===== config.mk =====
export PLATFORM = sky130hd
export DESIGN_NAME = fft_frame_sequencer_flat
export DESIGN_NICKNAME = d
export VERILOG_FILES = /design/src/rtl/fft_frame_sequencer_if.sv /design/src/rtl/fft_frame_sequencer.sv /design/src/flat_wrapper.sv
export SDC_FILE = /design/constraint.sdc
export NUM_CORES = 1
export LEC_CHECK = 0
export CORE_ASPECT_RATIO = 2
export CORE_MARGIN = 1
export CORE_UTILIZATION = 54
export CTS_CLUSTER_DIAMETER = 120
export CTS_CLUSTER_SIZE = 12
export DETAILED_ROUTE_END_ITERATION = 8
export PLACE_DENSITY = 0.8
export REMOVE_ABC_BUFFERS = 1
export SYNTH_ARGS = -nofsm -noshare
export SYNTH_HDL_FRONTEND = slang
export SYNTH_SLANG_ARGS = --single-unit

===== constraint.sdc =====
create_clock -name clk -period 2.6 [get_ports clk]
set_clock_uncertainty 0.2 [all_clocks]
set_input_delay 0.52 -clock clk [delete_from_list [all_inputs] [get_ports clk]]
set_output_delay 0.52 -clock clk [all_outputs]
set_load 0.01 [all_outputs]

===== src/rtl/fft_frame_sequencer_if.sv =====
// Go/busy handshake bundle between the frame sequencer and its three stage engines.
// master = sequencer side (drives go), slave = engine side (drives busy).
interface fft_frame_sequencer_if;
    logic axis_bram_slave_go;
    logic axis_bram_slave_busy;
    logic fft_go;
    logic fft_busy;
    logic axis_bram_master_go;
    logic axis_bram_master_busy;

    modport master (
        output axis_bram_slave_go,
        output fft_go,
        output axis_bram_master_go,
        input  axis_bram_slave_busy,
        input  fft_busy,
        input  axis_bram_master_busy
    );

    modport slave (
        input  axis_bram_slave_go,
        input  fft_go,
        input  axis_bram_master_go,
        output axis_bram_slave_busy,
        output fft_busy,
        output axis_bram_master_busy
    );
endinterface


===== src/rtl/fft_frame_sequencer.sv =====
// Frame controller for the FFT pipeline: load -> compute -> unload, with go/busy
// handshakes to each engine, a wrapping frame counter, continuous streaming with
// a deferred stop, and a per-state watchdog that parks the sequencer in ERROR.
module fft_frame_sequencer #(
    parameter int TIMEOUT_CYCLES  = 1048576,
    parameter int FRAME_CNT_WIDTH = 16
) (
    input  logic                       clk,
    input  logic                       reset,
    input  logic                       start,
    input  logic                       continuous,
    input  logic                       stop,
    input  logic                       clear_err,
    output logic                       ctrl_busy,
    output logic [1:0]                 stage,
    output logic                       frame_done,
    output logic [FRAME_CNT_WIDTH-1:0] frame_count,
    output logic                       timeout_err,
    fft_frame_sequencer_if.master      eng
);

    // Watchdog must be able to hold TIMEOUT_CYCLES-1.
    localparam int WDOG_W = (TIMEOUT_CYCLES > 2) ? $clog2(TIMEOUT_CYCLES) : 1;
    localparam logic [WDOG_W-1:0] WDOG_LAST = WDOG_W'(TIMEOUT_CYCLES - 1);

    typedef enum logic [2:0] {
        IDLE,
        LOAD_GO,
        LOAD_WAIT,
        FFT_GO,
        FFT_WAIT,
        UNLOAD_GO,
        UNLOAD_WAIT,
        ERROR
    } state_t;

    state_t              state, state_nx;
    logic [WDOG_W-1:0]   wdog;
    logic                stop_pend;
    logic                in_stage;
    logic                done_fire;
    logic                to_fire;

    // Any GO/WAIT state is watched; IDLE and ERROR are not.
    assign in_stage  = (state != IDLE) && (state != ERROR);
    assign ctrl_busy = (state != IDLE);

    // Go lines are pure decodes of the state register, so they never glitch on busy.
    assign eng.axis_bram_slave_go  = (state == LOAD_GO);
    assign eng.fft_go              = (state == FFT_GO);
    assign eng.axis_bram_master_go = (state == UNLOAD_GO);

    // Stage number reported to software; ERROR reads as 0 like IDLE.
    always_comb begin
        stage = 2'd0;
        case (state)
            LOAD_GO, LOAD_WAIT:     stage = 2'd1;
            FFT_GO, FFT_WAIT:       stage = 2'd2;
            UNLOAD_GO, UNLOAD_WAIT: stage = 2'd3;
            default:                stage = 2'd0;
        endcase
    end

    // Next-state: advance on busy edges, loop or idle after unload, watchdog overrides.
    always_comb begin
        state_nx  = state;
        done_fire = 1'b0;
        to_fire   = 1'b0;
        case (state)
            IDLE:        if (start) state_nx = LOAD_GO;
            LOAD_GO:     if (eng.axis_bram_slave_busy) state_nx = LOAD_WAIT;
            LOAD_WAIT:   if (!eng.axis_bram_slave_busy) state_nx = FFT_GO;
            FFT_GO:      if (eng.fft_busy) state_nx = FFT_WAIT;
            FFT_WAIT:    if (!eng.fft_busy) state_nx = UNLOAD_GO;
            UNLOAD_GO:   if (eng.axis_bram_master_busy) state_nx = UNLOAD_WAIT;
            UNLOAD_WAIT: begin
                if (!eng.axis_bram_master_busy) begin
                    done_fire = 1'b1;
                    state_nx  = (continuous && !stop_pend && !stop) ? LOAD_GO : IDLE;
                end
            end
            ERROR:       if (clear_err) state_nx = IDLE;
            default:     state_nx = IDLE;
        endcase
        // A stage that has overstayed its budget is abandoned, even on its last cycle.
        if (in_stage && (wdog == WDOG_LAST)) begin
            state_nx  = ERROR;
            to_fire   = 1'b1;
            done_fire = 1'b0;
        end
    end

    // State, watchdog, frame bookkeeping and sticky flags.
    always_ff @(posedge clk) begin
        if (!reset) begin
            state       <= IDLE;
            wdog        <= '0;
            frame_done  <= 1'b0;
            frame_count <= '0;
            timeout_err <= 1'b0;
            stop_pend   <= 1'b0;
        end else begin
            state <= state_nx;

            if ((state_nx != state) || !in_stage)
                wdog <= '0;
            else
                wdog <= wdog + WDOG_W'(1);

            frame_done <= done_fire;
            if (done_fire)
                frame_count <= frame_count + FRAME_CNT_WIDTH'(1);

            if (to_fire)
                timeout_err <= 1'b1;
            else if ((state == ERROR) && clear_err)
                timeout_err <= 1'b0;

            // Start beats a simultaneous stop; stop is only remembered once running.
            if ((state == IDLE) && start)
                stop_pend <= 1'b0;
            else if ((state != IDLE) && stop)
                stop_pend <= 1'b1;
        end
    end

endmodule


===== src/flat_wrapper.sv =====
// flat-port wrapper written by rule: the top's interface ports become plain ports
module fft_frame_sequencer_flat 
#(
    parameter int TIMEOUT_CYCLES  = 1048576,
    parameter int FRAME_CNT_WIDTH = 16
)
  (clk, reset, start, continuous, stop, clear_err, ctrl_busy, stage, frame_done, frame_count, timeout_err, eng_axis_bram_slave_go, eng_fft_go, eng_axis_bram_master_go, eng_axis_bram_slave_busy, eng_fft_busy, eng_axis_bram_master_busy);
  fft_frame_sequencer_if eng_i ();
  input  logic clk;
  input  logic reset;
  input  logic start;
  input  logic continuous;
  input  logic stop;
  input  logic clear_err;
  output logic ctrl_busy;
  output logic [1:0] stage;
  output logic frame_done;
  output logic [FRAME_CNT_WIDTH-1:0] frame_count;
  output logic timeout_err;
  output wire logic [$bits(eng_i.axis_bram_slave_go)-1:0] eng_axis_bram_slave_go;
  output wire logic [$bits(eng_i.fft_go)-1:0] eng_fft_go;
  output wire logic [$bits(eng_i.axis_bram_master_go)-1:0] eng_axis_bram_master_go;
  input wire logic [$bits(eng_i.axis_bram_slave_busy)-1:0] eng_axis_bram_slave_busy;
  input wire logic [$bits(eng_i.fft_busy)-1:0] eng_fft_busy;
  input wire logic [$bits(eng_i.axis_bram_master_busy)-1:0] eng_axis_bram_master_busy;
  assign eng_axis_bram_slave_go = eng_i.axis_bram_slave_go;
  assign eng_fft_go = eng_i.fft_go;
  assign eng_axis_bram_master_go = eng_i.axis_bram_master_go;
  assign eng_i.axis_bram_slave_busy = eng_axis_bram_slave_busy;
  assign eng_i.fft_busy = eng_fft_busy;
  assign eng_i.axis_bram_master_busy = eng_axis_bram_master_busy;
  fft_frame_sequencer #(.TIMEOUT_CYCLES(TIMEOUT_CYCLES), .FRAME_CNT_WIDTH(FRAME_CNT_WIDTH)) u_core (.clk(clk), .reset(reset), .start(start), .continuous(continuous), .stop(stop), .clear_err(clear_err), .ctrl_busy(ctrl_busy), .stage(stage), .frame_done(frame_done), .frame_count(frame_count), .timeout_err(timeout_err), .eng(eng_i));
endmodule

-- After elaboration in Yosys (flattened, before gate mapping)
Cells that the tools add are included.
- register bits: 42
- input port bits: 9
- output and inout port bits: 24
- logic and storage cells: 56
- add/subtract/negate cells: 2
- equality and inequality tests: 10
- muxes and demuxes: 18
- bitwise logic cells: 1
- reduce and logical (&&, ||, !) cells: 19
- operators by type and width (cell ; number):
    3-bit 2-to-1 mux ; 9
    3-bit case mux with 8 select lines ; 1
    20-bit by 1-bit adder with 20-bit output, second input constant ; 1
    20-bit == test, second input constant ; 1
    16-bit by 1-bit adder with 16-bit output, second input constant ; 1
    3-bit == test, second input constant ; 4
    2-bit OR reduction ; 5
    1-bit logical AND ; 7
    1-bit 2-to-1 mux ; 7
    3-bit by 2-bit == test with 1-bit output, second input constant ; 2
    2-bit case mux with 3 select lines ; 1
    3-bit by 1-bit == test with 1-bit output, second input constant ; 1
    1-bit logical NOT ; 3
    3-bit logical NOT ; 1
    3-bit != test ; 1
    3-bit != test, second input constant ; 1
    3-bit nonzero test ; 1
    2-bit nonzero test ; 1
    1-bit logical OR ; 1
    1-bit NOT ; 1

-- Depth between registers and ports, before layout
- depth in word-level cells: 10
- gate-level depth with buffers: 10
- mapped depth without buffers: 8

-- Worst setup path after synthesis
Ideal clock, no wire load.
- path type: register to register
- start point: reg u_core.state[0]
- end point: reg u_core.wdog[10]
- arrival: 2.036 ns
- path slack: 0.232 ns
- stages on the path, launching flop included: 11
- path buffers: 2
- clock period less this slack: 2.368 ns
- cell sequence: dfxtp_1 > inv_1 > ha_1 > buf_2 > nand2b_1 > a21boi_0 > nand3_2 > and3_1 > o221ai_2 > buf_4 > nor3_1
- word-level cells in the longest chain between the ends: 7
- elaborated cells on any way between the ends: 26
- ends and longest elaborated chain (element ; RTL line ; text):
    start, declared ; fft_frame_sequencer.sv:37 ; state_t state, state_nx;
    start signal, assigned ; fft_frame_sequencer.sv:103 ; state <= state_nx;
    3-bit nonzero test * ; - ;
    named net ctrl_busy ; flat_wrapper.sv:15 ; output logic ctrl_busy;
    1-bit logical AND * ; fft_frame_sequencer.sv:45 ; assign in_stage = (state != IDLE) && (state != ERROR);
    1-bit logical AND ; fft_frame_sequencer.sv:86 ; if (in_stage && (wdog == WDOG_LAST)) begin
    3-bit 2-to-1 mux ; fft_frame_sequencer.sv:86 ;
    3-bit != test ; fft_frame_sequencer.sv:105 ; if ((state_nx != state) || !in_stage)
    1-bit logical OR * ; fft_frame_sequencer.sv:105 ;
    2-bit OR reduction (no source line) * ; - ;
    end signal, assigned ; fft_frame_sequencer.sv:108 ; wdog <= wdog + WDOG_W'(1);
    end, declared ; fft_frame_sequencer.sv:38 ; logic [WDOG_W-1:0] wdog;
Mark *: on every way through the listed nets, which the timed path passes. The rest lies on a longest branch.
A chain may end at the register's enable or synchronous reset.

-- Worst setup path after layout
- start point: reg u_core.state[1]
- end point: out eng_axis_bram_master_go
- word-level cells in the longest chain between the ends: 1
- ends and longest elaborated chain (element ; RTL line ; text):
    3-bit == test ; fft_frame_sequencer.sv:51 ; assign eng.axis_bram_master_go = (state == UNLOAD_GO);
    end, declared ; flat_wrapper.sv:22 ; output wire logic [$bits(eng_i.axis_bram_master_go)-1:0] eng_axis_bram_master_go;
Every way passes these cells.

==> results list <==
- The share of the Yosys chip area taken by registers is 38.0%.
* Number of flops mapped to enable cells by yosys: 0
- Setup repair after global routing missed its margin: yes
- Level count of the clock H-tree: 2
- The worst setup path is launched from a register.
- Leading post-synthesis cells by cell area: dfxtp_1 (38%), xor2_1 (7.1%), nor3_1 (6.1%)
- Headroom to the max-slew limit came out at between 60% and 70%.
* Static leakage: 0.000973 uW
- Core Area: around 3900 sq um
- Fraction of layout instances using a drive strength above 1: 14.4%
* Post-Place Worst Slack: -2.53 ps
* Count of input and output buffers: 32
- WL met3: around 170 microns
- The first detailed-routing pass took 4 iterations.
- Area growth syn-to-layout: 25.9%
* Post-route clock period utilization: 98.4%
* DRC violations left: 0
- STA puts the critical path data arrival time at 1840 ps.
- The worst path meets setup with 42.9 ps of slack.
- First-pass GRT wire length: around 7800 microns
- For flop-to-flop paths, the worst setup slack is 180 ps.
- Routed Antenna Nets: 0
- Time the worst path needs with I/O delays and setup: between 2000 and 3000 ps
- HPWL after detailed placement: 3730 microns
- The initial utilization of the core area, before any placement, comes to 57.0%.
- The number of failing hold endpoints at the final stage was 0.
- Area share of the largest cell type after synthesis: 38.0%
* Vias in the first global route: 1872
- The detailed router put a total of around 1900 microns of wire on met1.
- After clock tree synthesis, the clock-pin slew on the worst setup and hold paths is 90 ps.
- Dominant register cell in the synthesized netlist: dfxtp_1
- Via total after detailed routing: between 2k and 2.5k
- Net switching is 35.2% of the power.
- The die covers 4370 sq um.
- Hold-fix buffers at CTS: 0
* Vias per std cell: 5.69
- After the first detailed-routing iteration, the DRC count stood at 34.
- The synthesized design contains 42 register bits.
* Total cell area at the placement stage: 2670 sq um
* Maximum VDD drop: just over 0.0006 V
- Reg2Reg Capture Point: u_core.frame_count[15]$_SDFFE_PN0P_
- Logic gate share of total power: between 30% and 40%
- Routed WL per cell: 14.2 microns
- Design area: 2790 sq um
* Portion of total power attributed to the clock network: around 24%
- Data on the critical path is required at its endpoint by 1880 ps.
- For this run, the total global-route usage over all layers was measured as 24.3%.
- Power spread over the standard cell area amounts to about 650 nW/um^2.
* Clock Sink Count: 42
- In this run the vertical extent of the chip is 92.5 microns.
- The clock passes through at most 2 buffers.
* Worst min path class: reg2reg
- Transition time of the tightest slew-check pin: around 530 ps
- Count of pins over their slew limit: 0
- The mapped netlist covers 2210 sq um.
- TritonCTS built the clock tree.
* Max-cap violation count: 0
- Sw power: 635 uW
* Uppermost signal routing layer after detailed routing: met4
- Post-Route WL: 5050 microns
- Count of mapped cells out of synthesis: 261
- Entering global routing, the biggest net connects 21 pins.
- Of all flip-flops after synthesis, the portion carrying an async set or reset was 0%.
- Number of cells on the worst hold path: 2
* Net count of the finished layout: 319
- Number of inserted diodes: 0
* Sink of the worst hold path: u_core.timeout_err$_SDFFE_PN0P_
* Worst hold slack: around 260 ps
* Final-report setup violation count: 0
- Count of placed standard cells in the final layout, fillers left out: between 300 and 400
- CTS placed an instance of clkbuf_8 at the clock tree root.
- By instance count, the leading cell after synthesis is dfxtp_1.
* Number of buffers created by CTS: 5
- The startpoint identified for the worst hold timing path is u_core.timeout_err$_SDFFE_PN0P_.
- The number of placed instances, taps included, is 348.
* Top achievable clock speed: a little under 400 MHz
- In the detailed route, the total length drawn on met2 is 2830 microns.
- The internal power of the cells totals 1170 uW.
- Worst r2r src: u_core.state[0]$_SDFF_PN0_
* Count of distinct cell types in the synthesized netlist: 47
* Post-layout total power: 1800 uW
- After floorplanning, the core was divided into 32 placement rows.
* Antenna violations before repair: 0
- In the synthesized netlist, the cells that appear most often are dfxtp_1 (42), nor3_1 (27), nor2_1 (21).
- Remaining global-route overflow: 0
* Logic depth of the worst register-to-register path: 8
- During synthesis, Yosys emitted a total of 0 warnings.
- In this run the worst path has a maximum fanout of 9.
- Worst setup EP type: output port
- The die is 47.3 microns wide.
- Clk Latency, worst-skew pair: 300 ps
- Run status: complete, no violations
* Sequential fraction of design power: between 30% and 40%
* Kind of critical path: reg2out
- Averaged over all synthesized cells, the footprint is between 8 and 9 sq um.
- At the end of routability-driven placement, the weighted congestion stood at 0.985.
* Top-level port count: 33
* Most area-hungry cell type in the Yosys netlist: dfxtp_1
cells in the final DEF, fill, tap and decap left out, types with 2 or more instances in the layout:
cell | Yosys | routed
nand4_1 | 9 | 9
nor4_1 | 2 | 2
nand2b_1 | 2 | 2
nand2_1 | 19 | 19
and2_1 | 3 | 3
clkbuf_8 | 0 | 5
or3_1 | 4 | 4
a31oi_1 | 4 | 4
dfxtp_1 | 42 | 41
a21oi_1 | 10 | 10
a31o_2 | 2 | 2
o21ai_0 | 8 | 7
inv_1 | 12 | 12
ha_2 | 0 | 4
xor2_1 | 18 | 18
nor3_1 | 27 | 27
clkdlybuf4s50_1 | 0 | 32
xnor2_1 | 11 | 11
mux2i_1 | 2 | 2
a21oi_2 | 2 | 2
a22oi_1 | 2 | 2
nor2_1 | 21 | 21
nand3_1 | 13 | 13
and3_1 | 5 | 5
buf_4 | 2 | 15
o31a_1 | 2 | 2
ha_1 | 6 | 2
nand4_2 | 2 | 2
worst max-delay path by stage:
stage / from / endpoint / slack [ps] / cells past startpoint
floorplan: u_core.state[0]$_SDFF_PN0_ / u_core.wdog[10]$_SDFF_PP0_ / -380 / 8
global placement: eng_axis_bram_master_busy / u_core.frame_count[15]$_SDFFE_PN0P_ / 50 / 7
detailed placement: eng_axis_bram_master_busy / u_core.frame_count[15]$_SDFFE_PN0P_ / -3 / 7
CTS: u_core.state[0]$_SDFF_PN0_ / stage[1] / 10 / 5
global route: u_core.state[0]$_SDFF_PN0_ / stage[1] / -60 / 5
finish: u_core.state[1]$_SDFF_PN0_ / eng_axis_bram_master_go / 40 / 4
critical path, cell delays in order, from the launching register on:
cell,delay [ps]
dfxtp_2,350
inv_1,140
ha_2,320
and2_1,180
clkdlybuf4s50_1,540
power groups by stage:
stage / registers (uW) / clock network, uW / logic, uW
after floorplan: 694 / 0 / 359
after global placement: 689 / 0 / 650
after detailed placement: 689 / 0 / 657
after CTS: 676 / 447 / 672
after global routing: 679 / 465 / 741
final: 676 / 440 / 684
area by class of cell:
type	count	area [sq um]
Sequential cell	42	842
Clock inverter	3	25.0
Timing Repair Buffer	48	453
Multi-Input combinational cell	195	1290
Clock buffer	5	68.8
Tap cell	51	63.8
Fill cell	326	1100
Inverter	12	45.0
repair_timing:
action                     in CTS  in global routing
buffers inserted                0                  0
gates cloned                    0                  0
gates resized for setup         5                  3
setup endpoints to repair       4                  2
hold endpoints to repair        0                  0
layer usage:
metal	vias up	global-route usage, %
met4	0	12.9
met3	11	4.09
met5	-	0
met2	55	43.6
li1	1012	-
met1	946	24.0
metrics by stage:
step / util, % / TNS (ps)
6_report: 71.8 / 0
3_3_place_gp: 68.8 / 0
4_1_cts: 71.5 / 0
3_5_place_dp: 68.8 / -2.53
5_1_grt: 71.8 / -77.4
2_1_floorplan: - / -7510
logic make-up (layout without fill, tap and decap cells):
family | after synthesis | count (layout) | synth area share (%)
AOI/OAI and AO/OA | 43 | 43 | 13.9
xor gates and xnor gates | 29 | 29 | 11.5
adders and majority gates | 6 | 6 | 3.39
buffers and inverters | 24 | 68 | 4.75
DFF | 42 | 42 | 38.0
muxes | 3 | 3 | 1.41
and+or+nand+nor | 114 | 114 | 27.1
registers in the layout, summed over array words and instances (netlist names):
signal and count:
u_core.frame_count 16, u_core.frame_done 1, u_core.state 3, u_core.timeout_err 1
u_core.stop_pend 1, u_core.wdog 20
No activity file was read; power rests on OpenSTA's default activity.
